File: src/rtl/debounce_pkg.sv
`default_nettype none
// ============================================================================
//  Module      : debounce_pkg
//  Description : Shared constants and width helper for the debouncer bank.
//  Revision    : 1.0 - initial release
// ============================================================================
package debounce_pkg;

    // Reference system clock and the prescaler divide that gives a 1 ms tick.
    localparam int DB_CLK_HZ         = 50_000_000;
    localparam int DB_DIV_1MS        = 50000;
    localparam int DB_STABLE_DEFAULT = 4;

    // Counter width helper built on $clog2. The prescaler uses
    // db_cnt_width(DIV) to count 0..DIV-1; the stability counter uses
    // db_cnt_width(STABLE+1). The result is clamped to at least one bit so
    // that degenerate sizes never produce a zero-width vector.
    function automatic int db_cnt_width(input int n);
        return (n < 2) ? 1 : $clog2(n);
    endfunction

endpackage
`default_nettype wire

File: src/rtl/debounce_channel.sv
`default_nettype none
// ============================================================================
//  Module      : debounce_channel
//  Description : One debounced bit: two-flop synchroniser, consecutive-tick
//                stability counter, registered level and rise/fall strobes.
//  Revision    : 1.0 - initial release
// ============================================================================
module debounce_channel
    import debounce_pkg::*;
#(
    parameter int STABLE = DB_STABLE_DEFAULT
) (
    input  logic clk,
    input  logic rst_a_n,
    input  logic en,
    input  logic tick,
    input  logic din,
    output logic dout,
    output logic rise,
    output logic fall
);

    localparam int              CW   = db_cnt_width(STABLE + 1);
    localparam logic [CW-1:0]   LAST = CW'(STABLE - 1);

    logic          sync_q1;
    logic          sync_q2;
    logic [CW-1:0] cnt;

    // Bring the raw asynchronous input into the clock domain; runs even when disabled.
    always_ff @(posedge clk or negedge rst_a_n) begin
        if (!rst_a_n) begin
            sync_q1 <= 1'b0;
            sync_q2 <= 1'b0;
        end else begin
            sync_q1 <= din;
            sync_q2 <= sync_q1;
        end
    end

    // Count consecutive ticks that disagree with dout; accept the new level on the last one.
    always_ff @(posedge clk or negedge rst_a_n) begin
        if (!rst_a_n) begin
            cnt  <= '0;
            dout <= 1'b0;
            rise <= 1'b0;
            fall <= 1'b0;
        end else begin
            rise <= 1'b0;
            fall <= 1'b0;
            if (!en) begin
                cnt <= '0;
            end else if (tick) begin
                if (sync_q2 == dout) begin
                    cnt <= '0;
                end else if (cnt == LAST) begin
                    cnt  <= '0;
                    dout <= sync_q2;
                    rise <= sync_q2;
                    fall <= ~sync_q2;
                end else begin
                    cnt <= cnt + 1'b1;
                end
            end
        end
    end

endmodule
`default_nettype wire

File: src/rtl/debouncer_bank.sv
`default_nettype none
// ============================================================================
//  Module      : debouncer_bank
//  Description : Multi-channel debouncer sharing one sample-tick prescaler.
//  Revision    : 1.0 - initial release
// ============================================================================
module debouncer_bank
    import debounce_pkg::*;
#(
    parameter int CHANNELS = 4,
    parameter int DIV      = DB_DIV_1MS,
    parameter int STABLE   = DB_STABLE_DEFAULT
) (
    input  logic                clk,
    input  logic                rst_a_n,
    input  logic                en,
    input  logic [CHANNELS-1:0] din,
    output logic [CHANNELS-1:0] dout,
    output logic [CHANNELS-1:0] rise,
    output logic [CHANNELS-1:0] fall,
    output logic                tick
);

    localparam int            PW       = db_cnt_width(DIV);
    localparam logic [PW-1:0] DIV_LAST = PW'(DIV - 1);

    logic [PW-1:0] presc;

    // The tick is decoded from the prescaler and gated by en so a disabled bank never samples.
    always_comb begin
        tick = en && (presc == DIV_LAST);
    end

    // Free-running 0..DIV-1 prescaler, parked at zero while disabled.
    always_ff @(posedge clk or negedge rst_a_n) begin
        if (!rst_a_n) begin
            presc <= '0;
        end else if (!en) begin
            presc <= '0;
        end else if (presc == DIV_LAST) begin
            presc <= '0;
        end else begin
            presc <= presc + 1'b1;
        end
    end

    for (genvar g = 0; g < CHANNELS; g++) begin : g_chan
        debounce_channel #(
            .STABLE (STABLE)
        ) u_chan (
            .clk     (clk),
            .rst_a_n (rst_a_n),
            .en      (en),
            .tick    (tick),
            .din     (din[g]),
            .dout    (dout[g]),
            .rise    (rise[g]),
            .fall    (fall[g])
        );
    end

endmodule
`default_nettype wire

File: config.mk
export PLATFORM = sky130hd
export DESIGN_NAME = debouncer_bank
export DESIGN_NICKNAME = d
export VERILOG_FILES = /design/src/rtl/debounce_pkg.sv /design/src/rtl/debounce_channel.sv /design/src/rtl/debouncer_bank.sv
export SDC_FILE = /design/constraint.sdc
export NUM_CORES = 1
export LEC_CHECK = 0
export ABC_AREA = 1
export ABC_CLOCK_PERIOD_IN_PS = 1500
export BUFFER_PORTS_ARGS = -buffer_cell sky130_fd_sc_hd__buf_4
export CAP_MARGIN = 0
export CORE_MARGIN = 2
export CORE_UTILIZATION = 53
export CTS_CLUSTER_SIZE = 12
export DETAILED_ROUTE_END_ITERATION = 12
export PLACE_DENSITY_LB_ADDON = 0.05
export SLEW_MARGIN = 20
export SYNTH_ARGS = -nofsm -noshare
export SYNTH_HDL_FRONTEND = slang
export SYNTH_SLANG_ARGS = --single-unit
File: constraint.sdc
create_clock -name clk -period 1.5 [get_ports clk]
set_input_delay 0.45 -clock clk [delete_from_list [all_inputs] [get_ports clk]]
set_output_delay 0.45 -clock clk [all_outputs]
set_load 0.02 [all_outputs]
== Word level (Yosys, flattened, before mapping) ==
Cells that the tools add are included.
Word-level totals
  bits in latches: 0
  memories kept: 0
  bits in writable memories: 0
  ROM bits: 0
  output and inout port bits: 13
  register bits after elaboration: 48
  input port bits: 7
  logic and storage cells: 103
Cells by class
  $lt $le $gt $ge: 0
  shifts and indexed selects: 0
  add/subtract/negate cells: 5
  equality and inequality tests: 10
  bitwise operators: 8
  reduce and logical (&&, ||, !) cells: 5
  divide/modulo/power cells: 0
  $mul: 0
  mux-type cells: 50
Operators with widths (number)
  $mux 3: 16
  $mux 1: 32
  $mux 16: 2
  $add 16x1->16 const B: 1
  $eq 16x16->1 const B: 1
  $reduce_and 4->1: 4
  $add 3x1->3 const B: 4
  $eq 3x2->1 const B: 4
  $not 1->1: 8
  $eq 1x1->1: 4
  $ne 2x1->1 const B: 1
  $logic_and 1x1->1: 1

== Longest topological paths before layout ==
Gate-level depths: netlist of run 1.
  depth after elaboration: 5
  gate-level depth with buffers: 9
  mapped depth without buffers: 8

== Cells and area by module ==
A second synthesis of run 1 with hierarchy kept.
Second synthesis, totals
  cell total of the unflattened synthesis: 277
  area, all modules: 2275.9 µm²
By module, submodules not included
  debounce_channel: instances 4, seq. area each 200.2 µm², area an instance 342.8 µm², cells an instance 39
  debouncer_bank: instances 1, seq. area each 400.4 µm², area an instance 904.6 µm², cells an instance 121

== Least setup slack after synthesis of run 1 ==
OpenSTA, ideal clock, no wires.
  kind: reg-to-output
  start: register presc[0]
  end: output tick
  cell stages (with the launch flop): 6
  buffers on the path: 0
  setup slack: -0.218 ns
  data required time: 1.050 ns
  arrival: 1.268 ns
  cells stage by stage: dfrtp_1 > ha_1 > nand3_4 > nor2_8 > nand2_4 > nor2_1
Between the ends
  longest elaborated chain between the ends: 2
Ends and longest elaborated chain
  start, declared: RTL line debouncer_bank.sv:27  | logic [PW-1:0] presc;
  start signal, assigned: RTL line debouncer_bank.sv:43  | presc <= presc + 1'b1;
  $eq 16x16->1: RTL line debouncer_bank.sv:31  | tick = en && (presc == DIV_LAST);
  $logic_and 1x1->1: RTL line debouncer_bank.sv:31
  end, declared: RTL line debouncer_bank.sv:21  | output logic tick
Every way passes these cells.

== Worst setup path in the final report of run 1 ==
  start: register presc[6]
  end: output tick
Same word-level chain as after synthesis.

==> results of run 1 <==
==> per-layer routing <==
metal  wire length (µm)  track usage, %  vias up
li1                   -               -      974
met1               2240            25.7      883
met2               2380            32.0       39
met3                174            5.49       11
met4                 78            7.13        0
met5                  0               0        -
==> synthesized netlist by cell type <==
cell	count
nor2_8	2
nor3b_1	1
nor3_1	9
dfrtp_1	48
nor2_4	2
nand3_2	4
xor2_1	5
nor2_2	3
o21ai_0	4
a21oi_2	1
nor2_1	48
o21bai_1	1
nand2_4	2
nand2_1	65
a21oi_1	6
inv_1	39
buf_4	13
nand4_1	7
nand3_4	2
buf_6	1
clkinv_1	1
and3_1	1
a21boi_0	1
nand3_1	13
nand2_2	3
ha_1	5
==> critical path: cells and delay by family (launching register included) <==
kind / cells / cell delay [ns]
buffers and inverters: 2 / 0.18
flip-flops: 1 / 0.37
AND/OR/NAND/NOR: 5 / 0.49
==> how the worst max path moves through the flow <==
stage,slack (ns),from,depth (start not counted),end
after floorplan,-0.005,presc[5],5,tick
after global placement,-0.02,presc[1],6,tick
after detailed placement,-0.03,presc[1],6,tick
after CTS,-0.32,presc[0],6,tick
after global routing,-0.39,presc[6],7,tick
final,-0.29,presc[6],7,tick
==> cells by family (layout without fill, tap and decap cells) <==
family          count (synthesis)  count (layout)  synth area share [%]
buf+inv                        54             102                  10.7
xor+xnor                        5               5                  1.80
fa+ha+maj                       5               5                  2.57
simple gates                  162             162                  32.5
flops                          48              48                  49.4
compound gates                 13              13                  3.04
==> state kept, by name, summed over array words and instances, names as in the netlist <==
register and flops:
presc 16, g_chan.u_chan.dout 4, g_chan.u_chan.rise 4, g_chan.u_chan.fall 4, g_chan.u_chan.sync_q2 4, g_chan.u_chan.cnt 12
g_chan.u_chan.sync_q1 4
==> final cells by class <==
class / instances / share of cell area [%]
clock inverters: 1 / 0.996
inverters: 40 / 4.98
repair buffers: 54 / 14.2
clock buffers: 7 / 3.20
well taps: 52 / 2.16
multi-input cells: 185 / 34.6
flip-flops and latches: 48 / 39.9
==> timing repair <==
item | CTS | global route
buffers inserted | 1 | 6
pin swaps | 5 | 9
resized for setup | 1 | 18
cloned | 0 | 0
endpoints found under the setup margin | 1 | 16
==> cell usage in the layout (no fill, tap or decap) <==
cell       instances
clkinv_1           1
ha_4               1
clkbuf_8           7
ha_1               4
nand4_1            7
inv_2              2
o21ai_0            4
and3_1             1
buf_12             1
dfrtp_1           47
nand2_2            6
nand3_1           13
nand2_4            3
a21oi_1            6
a21boi_0           1
xor2_1             5
nor2_2             5
nor3_1             7
nand2_1           61
nor2_1            43
nor2_4             5
nor2_8             2
o21bai_1           1
nand3_2            4
a21oi_4            1
nand3_4            2
nor3b_1            1
bufinv_16          1
nor3_2             2
dfrtp_2            1
buf_4             50
inv_1             37
buf_6              3
==> power groups by stage <==
stage	clock network (mW)	registers, mW	logic, mW
3_3_place_gp	0	1.36	0.136
6_report	1.01	1.34	0.146
4_1_cts	1.02	1.34	0.141
5_1_grt	1.08	1.34	0.168
2_1_floorplan	0	1.36	0.0662
3_5_place_dp	0	1.36	0.139
==> stage by stage <==
| stage | std cells | utilization (%) | setup slack, ns |
|---|---|---|---|
| 2_1_floorplan | 287 | - | -0.00528 |
| 3_3_place_gp | 373 | 63.5 | -0.0154 |
| 3_5_place_dp | 373 | 63.5 | -0.0326 |
| 4_1_cts | 382 | 66.6 | -0.324 |
| 5_1_grt | 387 | 68.8 | -0.387 |
| 6_report | 387 | 68.8 | -0.288 |
==> results.yml, run 1 <==
final_layout:
  final_area_um2: 3020
  diodes: 0
  nets: 346
  fill_cells: 371
  layout-drive-gt1-share_pct: 28.7
  area.growth.synth_to_final_pct: 24.1
  regArea_um2: 1200
  multi_input_area_um2: 1040
setup_path:
  cp_slowest_cell: "dfrtp_1"
  cp.required_ns: 1.05
  cp-end-kind: "primary output"
  crit_chain: "inv_2, nor2_4, nand2_2, nor2_4, nand2_4, nor2_4, buf_6"
  timing.rr.end: "g_chan[3].u_chan.dout"
  r2r_slack_ns: 0.06
  critPathMaxFanout: 2
  cpMostUsedCell: "nor2_4"
  ff2ff_path_depth: 9
  cp.arrival_ns: 1.34
  crit_type: "register to primary output"
  start_kind: "register"
  cpPeakStageDelay_ns: 0.37
  regToRegStartpoint: "presc[1]"
timing:
  rsz0062_at_grt: "yes"
  setup_ws_ns: -0.288
  tns_ns: -0.288
  fmax_mhz: 559
  hold_viol: 0
  hold_ws_ns: 0.0304
  setup_violations: 1
  fin_crit_sh_pct: 119
  skew_ns: 0.0105
  maxSlewHeadroom_pct: 79.4
  tightest_slew_ns: 0.306
  slew_viol_final: 0
  fin_crit_ns: 1.79
min_path:
  hold_class: "input port to asynchronous set/reset pin"
detailed_routing:
  post-route-drc-count: 0
  wl_per_cell_um: 12.6
  vias: 1907
  viasPerCell: 4.93
  routed_wl_mm: 4.87
  firstDrtPassIters: 4
  final_antenna_net_count: 0
  drtIter0Drc: 121
power:
  switching_power_uw: 523
  swShare_pct: 21.0
  power_mw: 2.49
  clockPowerShare_pct: 40.4
  p_int_mw: 1.97
  p_leak_nw: 1.55
  power.density_nw_per_um2: 825
  comb_power_share_pct: 5.9
  vdd_drop_max_mv: 0.697
  sequentialPowerShare_pct: 53.7
global_route:
  track_usage_pct: 19.8
  grt_max_degree: 27
  grt_remaining_overflow: 0
  grt_pass1_vias: 1858
  grt_pass1_wl_mm: 7.98
  antenna_found_initial: 0
placed_design:
  port_buffers: 19
  dpl-instance-area_um2: 2780
  dp_hpwl_mm: 3.48
  routabilityCongestion: 0.866
cts:
  cts-root-buf: "clkbuf_8"
  hold_buffers: 0
  clk_latency_ns: 0.30
  cts_buffers: 5
  clkTransAtPathRegs_ns: 0.09
  cts_tree: "yes"
  htreeDepth: 2
  cts.sinks: 48
  cts.path.max_buffers: 2
die:
  initial_core_util_pct: 55.4
  placementRows: 24
  dieArea_um2: 5140
  coreArea_um2: 4380
  io_pins: 20
  die_w_um: 71.7
  die_y_um: 71.7
synthesis:
  synth_largest_area_cell: "dfrtp_1"
  ys_ff_latch: 48
  syn_inst: 287
  synth_nets: 299
  synthTopCellsByArea: "dfrtp_1, nand2_1, nor2_1"
  ys_warn_count: 0
  synth_top_area_share_pct: 49.4
  ys_seq_area_share_pct: 49.4
  syn_area_um2: 2430
  yosys.cell_types.count: 26
  syn_area_per_cell_um2: 8.47
run_status:
  failed_checks: "negative setup slack"
  status: "finished, violations left"
flow_run:
  drv_cap: 0
Power figures use the tool's default switching activity.
==> run 2, diff against run 1 <==
- REMOVE_ABC_BUFFERS: unset -> 1
- SKIP_LAST_GASP: unset -> 1
==> results.yml, run 2 (synthesis results as in run 1) <==
final_layout:
  mostFrequentLayoutCells: "nand2_1, buf_4, dfrtp_1"
  fill_cells: 342
  layout-drive-gt1-share_pct: 31.4
  utilization_pct: 70.9
  regArea_um2: 1200
  top_register: "presc"
  nets: 353
  diodes: 0
  multi_input_area_um2: 1080
  largest_reg_flops: 16
  reg.largest.list: "presc: 16 flops, g_chan.u_chan.cnt: 12 flops"
  area.growth.synth_to_final_pct: 28.0
  mostFrequentLayoutCell: "nand2_1"
die:
  coreArea_um2: 4380
  dieArea_um2: 5140
  placementRows: 24
  die_y_um: 71.7
  die_w_um: 71.7
  io_pins: 20
  initial_core_util_pct: 55.4
power:
  power_mw: 2.57
  comb_power_share_pct: 6.1
  vdd_drop_max_mv: 0.644
  switching_power_uw: 528
  clockPowerShare_pct: 41.8
  p_int_mw: 2.04
  sequentialPowerShare_pct: 52.0
  swShare_pct: 20.6
  p_leak_nw: 1.58
  power.density_nw_per_um2: 826
run_status:
  failed_checks: "negative setup slack"
  status: "finished, violations left"
timing:
  setup_violations: 14
  rsz0062_at_grt: "yes"
  slew_viol_final: 0
  tightest_slew_ns: 0.334
  fin_crit_ns: 1.80
  fin_crit_sh_pct: 120
  maxSlewHeadroom_pct: 77.6
  hold_viol: 0
  skew_ns: 0.00749
  setup_ws_ns: -0.304
  fmax_mhz: 554
setup_path:
  cp_slowest_cell: "dfrtp_1"
  cpPeakStageDelay_ns: 0.40
  start_kind: "register"
  crit_chain: "ha_4, nand3_4, nor2_8, nand2_4, nor2_4, buf_6"
  timing.rr.end: "g_chan[0].u_chan.dout"
  regToRegStartpoint: "presc[0]"
  ff2ff_path_depth: 10
  crit_type: "register to primary output"
  cp.arrival_ns: 1.35
  cp.required_ns: 1.05
  critPathMaxFanout: 2
  cp-end-kind: "primary output"
  r2r_slack_ns: -0.12
placed_design:
  port_buffers: 19
  place_ws_ns: -0.0385
  routabilityCongestion: 0.811
  dp_hpwl_mm: 3.42
global_route:
  track_usage_pct: 21.8
  grt_pass1_wl_mm: 8.66
  antenna_found_initial: 0
  grt_pass1_vias: 1968
  grt_max_degree: 32
  grt_remaining_overflow: 0
cts:
  htreeDepth: 2
  hold_buffers: 0
  clkTransAtPathRegs_ns: 0.08
  clk_latency_ns: 0.30
  cts_tree: "yes"
  cts.path.max_buffers: 2
  cts.sinks: 48
  cts_buffers: 5
  cts-root-buf: "clkbuf_8"
flow_run:
  drv_cap: 0
detailed_routing:
  drtIter0Drc: 103
  routed_wl_mm: 4.99
  vias: 1914
  post-route-drc-count: 0
  firstDrtPassIters: 4
  viasPerCell: 4.87
  wl_per_cell_um: 12.7
  final_antenna_net_count: 0
min_path:
  hold_class: "input port to asynchronous set/reset pin"
==> run 2: worst max path at each step <==
stage	startpoint	end	slack, ns
final	presc[0]	tick	-0.30
after global placement	presc[0]	tick	-0.03
after global routing	presc[0]	tick	-0.38
after floorplan	presc[0]	tick	-0.22
after detailed placement	presc[0]	tick	-0.04
after CTS	presc[6]	tick	-0.32
==> run 2: what timing repair did <==
action                     in CTS  in global routing
resized for setup               6                 26
setup endpoints to repair       4                 22
pin swaps                      11                 18
gates cloned                    0                  0
buffers inserted                9                  7
==> run 2: through the flow <==
step	cell area, µm²	setup TNS (ns)	std cells	hold slack [ns]
5_1_grt	3110	-2.54	393	0.0207
3_5_place_dp	2770	-0.0887	375	0.336
3_3_place_gp	2770	-0.0267	375	0.332
6_report	3110	-1.08	393	0.0117
2_1_floorplan	2320	-0.218	273	0.154
4_1_cts	2990	-1.33	390	0.0136
==> run 2: power by group through the flow <==
stage	Sequential, mW	Clock (mW)	Combinational, mW
after detailed placement	1.36	0	0.141
after CTS	1.34	1.10	0.143
after floorplan	1.36	0	0.0552
final	1.34	1.07	0.157
after global placement	1.36	0	0.139
after global routing	1.34	1.15	0.183
==> run 2: cell type report <==
type | count | share of cell area (%)
Sequential cell | 48 | 38.6
Multi-Input combinational cell | 185 | 34.7
Timing Repair Buffer | 61 | 15.6
Inverter | 40 | 4.83
Clock buffer | 5 | 2.21
Tap cell | 52 | 2.09
Clock inverter | 2 | 1.93
==> run 2: routing by layer <==
layer,GRT usage [%],routed length [µm],up-vias
li1,-,-,983
met1,28.9,2320,901
met2,34.8,2430,23
met3,4.78,164,7
met4,9.01,70,0
met5,0,0,-
==> run 2: critical path, delay by kind of cell, from the launching register on <==
family / cells / cell delay (ns)
simple gates: 4 / 0.37
fa+ha+maj: 1 / 0.17
buf+inv: 1 / 0.12
flops: 1 / 0.40
==> run 3, diff against run 2 <==
- ABC_AREA: 1 -> 0
- CORE_UTILIZATION: 53 -> 55
- CTS_BUF_LIST: unset -> sky130_fd_sc_hd__clkbuf_2
==> results.yml, run 3 <==
synthesis:
  synth.most_common_cell: "dfrtp_1"
  synth_async_sr_flop_share_pct: 100
  synthXorXnorAreaFrac_pct: 6.59
  yosys.area_share.adder_pct: 2.77
  yosys.cell_types.count: 37
  synth_top_family_by_area: "simple AND/OR/NAND/NOR gates"
  ys_ff_latch: 48
  ys_seq_area_share_pct: 53.2
  syn_area_per_cell_um2: 10.8
  synth_mux_area_share_pct: 4.21
  synth_largest_area_cell: "dfrtp_1"
  synthTopCellsByArea: "dfrtp_1, buf_4, xnor2_1"
  synth_top_flop_cell: "dfrtp_1"
  ys_warn_count: 0
  syn_area_um2: 2260
  synthSimpleGateAreaFrac_pct: 21.8
  ys_top_cells_by_count: "dfrtp_1, nand2_1, nor2_1"
  synth_compound_area_share_pct: 4.37
  synth-edff-count: 0
  syn_inst: 209
  synth_top_area_share_pct: 53.2
global_route:
  grt_remaining_overflow: 0
  grt_max_degree: 49
  track_usage_pct: 24.3
  grt_pass1_vias: 1716
  grt_pass1_wl_mm: 8.16
  antenna_found_initial: 0
cts:
  cts-root-buf: "clkbuf_2"
  clk_latency_ns: 0.44
  htreeDepth: 2
  clkTransAtPathRegs_ns: 0.26
  cts_tree: "yes"
  cts_buffers: 5
  cts.sinks: 48
  cts.path.max_buffers: 2
final_layout:
  largest_reg_flops: 16
  fin_cells: 309
  reg.largest.list: "presc: 16 flops, g_chan.u_chan.cnt: 12 flops"
  area.growth.synth_to_final_pct: 32.5
  utilization_pct: 75.4
  nets: 270
  multi_input_area_um2: 1120
  diodes: 0
  mostFrequentLayoutCells: "buf_4, dfrtp_1, nand2_1, nor2_1"
  fill_cells: 252
  layout-drive-gt1-share_pct: 38.2
  top_register: "presc"
  final_area_um2: 2990
  regArea_um2: 1200
  mostFrequentLayoutCell: "buf_4"
run_status:
  status: "finished, violations left"
  failed_checks: "negative setup slack"
placed_design:
  dp_hpwl_mm: 3.34
  dpl-instance-area_um2: 2620
  dp.cells: 295
  port_buffers: 19
  routabilityCongestion: 0.855
detailed_routing:
  final_antenna_net_count: 0
  wl_per_cell_um: 16.6
  drtIter0Drc: 146
  vias: 1714
  viasPerCell: 5.55
  routed_wl_mm: 5.14
  post-route-drc-count: 0
  firstDrtPassIters: 4
setup_path:
  start_kind: "register"
  crit_chain: "or4_1, or4_4, nor2_4, and2_1, buf_4"
  cpPeakStageDelay_ns: 0.53
  crit_type: "register to primary output"
  critPathMaxFanout: 2
  cp-end-kind: "primary output"
  cp.required_ns: 1.05
  cp_slowest_cell: "or4_1"
  cp.arrival_ns: 2.24
flow_run:
  drv_cap: 0
timing:
  setup_violations: 38
  tns_ns: -22.03
  setup_ws_ns: -1.19
  fmax_mhz: 372
  maxSlewHeadroom_pct: 61.0
  skew_ns: 0.0326
  rsz0062_at_grt: "yes"
  hold_viol: 0
  slew_viol_final: 0
  fin_crit_ns: 2.69
  tightest_slew_ns: 0.585
  fin_crit_sh_pct: 179
power:
  p_leak_nw: 1.42
  vdd_drop_max_mv: 0.509
  power.density_nw_per_um2: 724
die:
  io_pins: 20
  coreArea_um2: 3970
  die_y_um: 68.1
  die_w_um: 68.1
  dieArea_um2: 4640
  placementRows: 23
  initial_core_util_pct: 56.9
min_path:
  hold_class: "input port to register"
-- run 3: cell types whose count changed in the layout (fill, tap and decap cells not counted), sizes merged, moves of 5 or more --
cell | before | now
a21oi | 7 | 2
nor2 | 55 | 16
inv | 39 | 10
xnor2 | 0 | 10
nand3 | 19 | 8
mux2i | 0 | 5
nor4 | 0 | 8
nand2 | 70 | 15
-- run 3: layout make-up --
type | instances | share of cell area (%)
sequential | 48 | 40.2
multi-input combinational | 133 | 37.3
timing repair buffer | 60 | 16.9
tap | 50 | 2.09
inverter | 10 | 1.25
clock inverter | 2 | 1.17
clock buffer | 6 | 1.00
-- run 3: stage by stage --
stage | hold WS (ns) | worst slack [ns] | total power [mW]
2_1_floorplan | 0.154 | -1.08 | 1.38
3_3_place_gp | 0.333 | -0.660 | 1.46
3_5_place_dp | 0.338 | -0.715 | 1.47
4_1_cts | 0.0951 | -1.15 | 2.16
5_1_grt | 0.0650 | -1.23 | 2.23
6_report | 0.0808 | -1.19 | 2.17
-- run 3: cells by family after synthesis --
| family | after synthesis |
|---|---|
| DFF | 48 |
| xor gates and xnor gates | 17 |
| and+or+nand+nor | 90 |
| buffers and inverters | 28 |
| AOI/OAI and AO/OA | 12 |
| muxes | 9 |
| adders and majority gates | 5 |
-- run 3: worst max-delay path: cells and delay by family (launching register included) --
kind	cells	cell delay, ns
buffers and inverters	1	0.13
and+or+nand+nor	4	1.24
DFF	1	0.44
-- run 3: final timing paths --
path                                               start                       end  slack, ns  depth (start not counted)
min in group asynchronous                        rst_a_n     g_chan[2].u_chan.fall       0.50                          2
worst min register to register  g_chan[3].u_chan.sync_q1  g_chan[3].u_chan.sync_q2       0.38                          0
worst max-delay path                           presc[12]                      tick      -1.19                          5
worst min-delay path                              din[2]  g_chan[2].u_chan.sync_q1       0.08                          1
max in group asynchronous                        rst_a_n     g_chan[1].u_chan.dout       0.54                          2
worst max register to register                 presc[12]   g_chan[3].u_chan.cnt[0]      -0.79                          6
-- run 3: metal layers --
metal / share of wire (%) / track usage, % / routed length, µm / vias to the layer above
li1: - / - / - / 811
met1: 42 / 30.0 / 2150 / 857
met2: 54 / 43.2 / 2760 / 32
met3: 2.2 / 3.62 / 115 / 14
met4: 2.2 / 8.25 / 111 / 0
met5: 0 / 0 / 0 / -
-- run 3: power breakdown --
group          total, mW  internal [mW]  leakage, nW  switching, mW
logic              0.124         0.0548        0.729         0.0697
registers           1.33           1.31        0.645         0.0176
clock network      0.711          0.286       0.0430          0.425
-- run 3: what timing repair did --
action                                 in CTS  in global routing
pin swaps                                  12                  4
endpoints found under the hold margin      13                  0
setup buffers                               7                  3
resized for setup                          41                 13
setup endpoints to repair                  44                 46
hold buffers                                1                  0
